### src/rtl/qspi_bus_arbiter_pkg.sv
// Shared definitions for the two-master QSPI flash bus arbiter.
package qspi_bus_arbiter_pkg;

  typedef enum logic [1:0] {
    ST_IDLE = 2'd0,
    ST_OWN0 = 2'd1,
    ST_OWN1 = 2'd2,
    ST_GAP  = 2'd3
  } arb_state_t;

  localparam int MST_CPU  = 0;
  localparam int MST_PROG = 1;

  localparam int CSH_CYCLES_DEF     = 4;
  localparam int TIMEOUT_CYCLES_DEF = 65535;

endpackage

### src/rtl/qspi_bus_arbiter.sv
// Round-robin owner of the shared QSPI flash pins between the CPU XIP
// controller and the flash programmer, with deselect gap and hold timeout.
module qspi_bus_arbiter
  import qspi_bus_arbiter_pkg::*;
#(
  parameter int CSH_CYCLES     = CSH_CYCLES_DEF,
  parameter int TIMEOUT_CYCLES = TIMEOUT_CYCLES_DEF
) (
  input  logic            clk,
  input  logic            rst_n,
  input  logic [1:0]      m_req,
  output logic [1:0]      m_gnt,
  input  logic [1:0]      m_clk,
  input  logic [1:0]      m_sel,
  input  logic [1:0][3:0] m_d_out,
  input  logic [1:0][3:0] m_d_dir,
  output logic [3:0]      m_d_in,
  output logic            flash_clk,
  output logic            flash_sel,
  output logic [3:0]      flash_d_out,
  output logic [3:0]      flash_d_dir,
  input  logic [3:0]      flash_d_in,
  output logic [1:0]      m_blocked,
  output logic            busy,
  output logic            timeout
);

  arb_state_t  r_state;
  logic        r_last;
  logic [3:0]  r_gap;
  logic [15:0] r_hold;
  logic [1:0]  r_lockout;
  logic        r_timeout;

  logic [1:0]  w_req;
  logic        w_pick;
  logic        w_own_idx;
  logic        w_hold_max;

  // Locked-out masters are invisible to arbitration until they drop m_req.
  assign w_req      = m_req & ~r_lockout;
  assign w_pick     = (&w_req) ? ~r_last : w_req[MST_PROG];
  assign w_own_idx  = (r_state == ST_OWN1);
  assign w_hold_max = (r_hold == 16'(TIMEOUT_CYCLES - 1));

  always_ff @(posedge clk or negedge rst_n) begin
    if (!rst_n) begin
      r_state   <= ST_IDLE;
      r_last    <= 1'b1;
      r_gap     <= '0;
      r_hold    <= '0;
      r_lockout <= '0;
      r_timeout <= 1'b0;
    end else begin
      r_timeout <= 1'b0;
      r_lockout <= r_lockout & m_req;
      case (r_state)
        ST_IDLE: begin
          if (|w_req) begin
            r_state <= w_pick ? ST_OWN1 : ST_OWN0;
            r_last  <= w_pick;
            r_hold  <= '0;
          end
        end
        ST_OWN0, ST_OWN1: begin
          // A release on the timeout clock wins: no pulse, no lockout.
          if (!m_req[w_own_idx]) begin
            r_state <= ST_GAP;
            r_gap   <= 4'(CSH_CYCLES - 1);
          end else if (w_hold_max) begin
            r_state              <= ST_GAP;
            r_gap                <= 4'(CSH_CYCLES - 1);
            r_timeout            <= 1'b1;
            r_lockout[w_own_idx] <= 1'b1;
          end else begin
            r_hold <= r_hold + 16'd1;
          end
        end
        ST_GAP: begin
          if (r_gap == 4'd0) r_state <= ST_IDLE;
          else               r_gap   <= r_gap - 4'd1;
        end
        default: r_state <= ST_IDLE;
      endcase
    end
  end

  // Pins follow the registered owner, so an async reset idles them at once.
  always_comb begin
    flash_clk   = 1'b0;
    flash_sel   = 1'b1;
    flash_d_out = '0;
    flash_d_dir = '0;
    if (r_state == ST_OWN0 || r_state == ST_OWN1) begin
      flash_clk   = m_clk[w_own_idx];
      flash_sel   = m_sel[w_own_idx];
      flash_d_out = m_d_out[w_own_idx];
      flash_d_dir = m_d_dir[w_own_idx];
    end
  end

  assign m_gnt     = {r_state == ST_OWN1, r_state == ST_OWN0};
  assign m_d_in    = flash_d_in;
  assign m_blocked = m_req & ~m_gnt;
  assign busy      = (r_state != ST_IDLE);
  assign timeout   = r_timeout;

endmodule

### config.mk
export PLATFORM = sky130hd
export DESIGN_NAME = qspi_bus_arbiter
export DESIGN_NICKNAME = d
export VERILOG_FILES = /design/src/rtl/qspi_bus_arbiter_pkg.sv /design/src/rtl/qspi_bus_arbiter.sv
export SDC_FILE = /design/constraint.sdc
export NUM_CORES = 1
export LEC_CHECK = 0
export CORE_MARGIN = 10
export CORE_UTILIZATION = 55
export CTS_CLUSTER_DIAMETER = 100
export DETAILED_ROUTE_END_ITERATION = 8
export DONT_BUFFER_PORTS = 1
export PLACE_DENSITY = 0.7
export SYNTH_ARGS = -nofsm -noshare
export SYNTH_HDL_FRONTEND = slang
export SYNTH_SLANG_ARGS = --single-unit
### constraint.sdc
create_clock -name clk -period 2.5 [get_ports clk]
set_input_delay 0.25 -clock clk [delete_from_list [all_inputs] [get_ports clk]]
set_output_delay 0.25 -clock clk [all_outputs]
set_load 0.005 [all_outputs]
==> run summary <==
The actual slew at the worst max-slew pin came out at 553 ps. The most used flip-flop cell after synthesis is sky130_fd_sc_hd__dfrtp_1. The initial cell density of the core came out at 58.6%.

Wires add up to 4430 microns. The clock input transition at the sequential cells of the worst setup and hold paths came out at 140 ps. sky130_fd_sc_hd__dfrtp_1 takes more of the synthesized area than any other cell. On the final layout, the worst clock skew is 5.25 ps.

The summed negative setup slack over all endpoints came out at 0 ps. Setup repair after global routing left no endpoint under its margin. The via density per instance came out at 6.50. The arithmetic-cell share of the synthesized area counting full adders, half adders and majority gates is 5.46%. The routed via count came out at 1,612. The number of antenna diodes in the final layout is 0.

The maximum fanout encountered on the critical timing path came out at 11. The placed standard-cell area is 1860 sq um. The first global-routing pass estimated 7200 microns of wire. The detailed-routing iteration count for the pre-antenna-repair pass is 4. The TritonCTS clock tree is yes. The number of enable flip-flop cells after synthesis came out at 0. Measured along the x axis, the die boundary spans 77.8 microns. After Yosys synthesis, XOR and XNOR cells account for 0% of the synthesized area. The area fraction in and, or, nand and nor cells after synthesis is 24.8%. The async set-or-reset flop fraction in the synthesized netlist is 100%.

The global-route usage over all layers came out at 13.9%. The fraction of layout cells with a size suffix above 1 is 10.3%. Routability-driven placement finished with a final weighted congestion of 0.858. The mux share of post-synthesis cell area is 8.19%. STA classifies the critical path startpoint as a flop.

The number of setup violations in the final report came out at 0. By startpoint and endpoint, the worst setup path is classified as reg -> reg. The area of the mapped netlist came out at 1830 sq um. The layout has 293 filler cells. The setup slack on the worst flop-to-flop path is 220 ps. The sum of overflow across all layers after global routing is 0. The category of the worst setup path capture point is a flop.

Counting flops and latches in the post-synthesis netlist gives 26. The leakage dissipation came out at 0.820 nW. The number of buffers on the longest clock path came out at 2. The number of nets handed over by synthesis was 241. The floorplan row count came out at 20. Yosys attributes the largest share of cell area to sky130_fd_sc_hd__dfrtp_1 (34%), sky130_fd_sc_hd__mux2i_1 (6.5%), sky130_fd_sc_hd__ha_1 (5.5%). The run finished with clean final reports.

In this run the number of H-tree levels came out at 1. The die area is 6050 sq um. The required arrival time at the worst endpoint is 2760 ps. Power spread over the standard cell area amounts to 1190 nW/um^2. The number of hold violations in the final report came out at 0. Counting I/O delays and the setup requirement, the final critical path takes 2280 ps. The critical path arrival came out at 2540 ps. The min-delay analysis places its worst path in the category in -> reg. The max-slew headroom at the worst pin is 63.2%. The cell area after layout came out at 1930 sq um. The detail route stage leaves a number of antenna-violating nets equal to 0. The buffers inserted during post-CTS setup optimization came out at 0. The number of clock buffers added by TritonCTS is 3. The count of buffers from port buffering came out at 0. The most critical setup path has its startpoint at r_state[1]$_DFFE_PN0P_. The clock net in this run drives a total of 26 sinks. The total count of max-transition violations in the final report came to 0. In the routed design, unresolved DRC markers number 0. The average instance in the mapped netlist occupies 8.95 sq um.

The initial antenna violation count came out at 0. The area share of the largest cell type after synthesis came out at 34.1%. The compound-gate portion of the synthesized area is 19.4%. The number of placed cells counting well taps is 242. The launch instance of the worst min-delay path is m_req[0]. The fmax came out at 0.439 GHz. By area, the combinational part of the netlist is dominated by simple AND/OR/NAND/NOR gates. The number of top-level pins came out at 48. The share of the clock period used by the worst path after layout came out at 91.1%. The count of routing violations after the opening detailed-route iteration is 209. The later pin in the worst-skew pair is clocked with a latency of 330 ps. The count of non-filler cells in the finished layout is 248. The worst vdd rail ir drop came out at 674 uV. After floorplanning, the core was sized to cover 3130 sq um. The post-synthesis cell count came out at 205. The number of warnings printed during yosys synthesis came out at 0.

The clock tree root driver cell is sky130_fd_sc_hd__clkbuf_4. The count of different cell masters after synthesis came out at 48. The critical register-to-register path startpoint is r_state[1]$_DFFE_PN0P_. The largest net degree at the start of global routing is 27.

The vertical die dimension came out at 77.8 microns. The number of global-route vias before repair is 1,505. The post-detailed-placement half-perimeter wirelength is 3380 microns. The sequential cell area fraction in the yosys report is 35.5%. The signed area change from the synthesized netlist to the final layout came out at 5.46%. The max-capacitance violation count came out at 0. In the final routed layout, each cell accounts on average for 17.9 microns. The final-stage net count came out at 241.
==> cell usage in the layout (no fill, tap or decap), types with 4 or more instances in the layout <==
cell type,instances
sky130_fd_sc_hd__nor2_1,18
sky130_fd_sc_hd__ha_1,7
sky130_fd_sc_hd__nand4_1,4
sky130_fd_sc_hd__nand2_1,13
sky130_fd_sc_hd__or3_1,4
sky130_fd_sc_hd__or4_1,6
sky130_fd_sc_hd__a21oi_1,7
sky130_fd_sc_hd__o21ai_0,16
sky130_fd_sc_hd__nor3_1,5
sky130_fd_sc_hd__mux2i_1,12
sky130_fd_sc_hd__a31oi_1,5
sky130_fd_sc_hd__buf_4,7
sky130_fd_sc_hd__nor4_1,4
sky130_fd_sc_hd__dfrtp_1,25
sky130_fd_sc_hd__nand3_1,8
sky130_fd_sc_hd__inv_1,10
sky130_fd_sc_hd__o31ai_1,4
==> power by group <==
| group | switching [mW] | internal, mW |
|---|---|---|
| registers | 0.129 | 0.535 |
| clock network | 0.129 | 0.0892 |
| logic | 0.881 | 0.547 |
==> critical path: stages (launching register included) <==
cell,delay (ps)
sky130_fd_sc_hd__dfrtp_1,430
sky130_fd_sc_hd__inv_1,100
sky130_fd_sc_hd__ha_2,490
sky130_fd_sc_hd__o211ai_1,220
sky130_fd_sc_hd__or3_1,430
sky130_fd_sc_hd__or4_1,470
sky130_fd_sc_hd__o21ai_0,80
==> stage by stage <==
step / util [%] / setup slack, ps / hold slack (ps) / power [mW]
CTS: 61.6 / 47.6 / 25.9 / 2.29
finish: 61.8 / 222 / 27.8 / 2.31
detailed placement: 59.5 / 187 / -44.5 / 2.05
floorplan: - / 375 / -45.6 / 1.70
global placement: 59.5 / 303 / -44.4 / 1.99
global route: 61.8 / 69.2 / 28.2 / 2.49
==> registers in the layout, summed over array words and instances (netlist names) <==
name	count
r_state	2
r_lockout	2
r_gap	4
r_last	1
timeout	1
r_hold	16
==> layer usage <==
| layer | track usage, % | routed length (microns) | vias up |
|---|---|---|---|
| met5 | 0 | 0 | - |
| met4 | 4.01 | 71 | 0 |
| met3 | 3.23 | 283 | 13 |
| met2 | 21.6 | 2070 | 65 |
| met1 | 18.7 | 2000 | 778 |
| li1 | - | - | 756 |
==> area by class of cell <==
type,instances,area (sq um),share of cell area [%]
multi-input cells,154,1060,55.0
repair buffers,9,82.6,4.27
well taps,44,55.1,2.85
clock buffers,4,36.3,1.88
inverters,11,45.0,2.33
flip-flops and latches,26,652,33.7
==> repair_timing <==
action / CTS / global route
hold buffers: 2 / 0
endpoints found under the setup margin: 0 / 10
endpoints found under the hold margin: 26 / 0
gates resized for setup: 0 / 2
==> logic make-up (layout without fill, tap and decap cells) <==
kind of cell / after synthesis / after routing
buf+inv: 25 / 24
compound gates: 53 / 53
mux: 14 / 14
flops: 26 / 26
simple gates: 79 / 79
fa+ha+maj: 8 / 8
==> synthesized netlist by cell type (5+ instances only) <==
cell type	count
sky130_fd_sc_hd__dfrtp_1	25
sky130_fd_sc_hd__ha_1	8
sky130_fd_sc_hd__or4_1	6
sky130_fd_sc_hd__nor3_1	5
sky130_fd_sc_hd__buf_4	6
sky130_fd_sc_hd__nand2_1	13
sky130_fd_sc_hd__mux2i_1	12
sky130_fd_sc_hd__nor2_1	18
sky130_fd_sc_hd__inv_1	10
sky130_fd_sc_hd__nand3_1	8
sky130_fd_sc_hd__a31oi_1	5
sky130_fd_sc_hd__a21oi_1	7
sky130_fd_sc_hd__o21ai_0	16
==> worst paths after layout <==
| kind | endpoint | cells after the start |
|---|---|---|
| hold reg to reg | r_hold[11]$_DFFE_PN0P_ | 1 |
| setup / recovery | r_hold[12]$_DFFE_PN0P_ | 6 |
| min in group asynchronous | r_hold[8]$_DFFE_PN0P_ | 2 |
| setup reg to reg | r_hold[12]$_DFFE_PN0P_ | 6 |
| hold / removal | r_lockout[0]$_DFF_PN0_ | 1 |
| max in group asynchronous | r_last$_DFFE_PN1P_ | 2 |
Note: power is estimated with default switching activity, not from simulation.
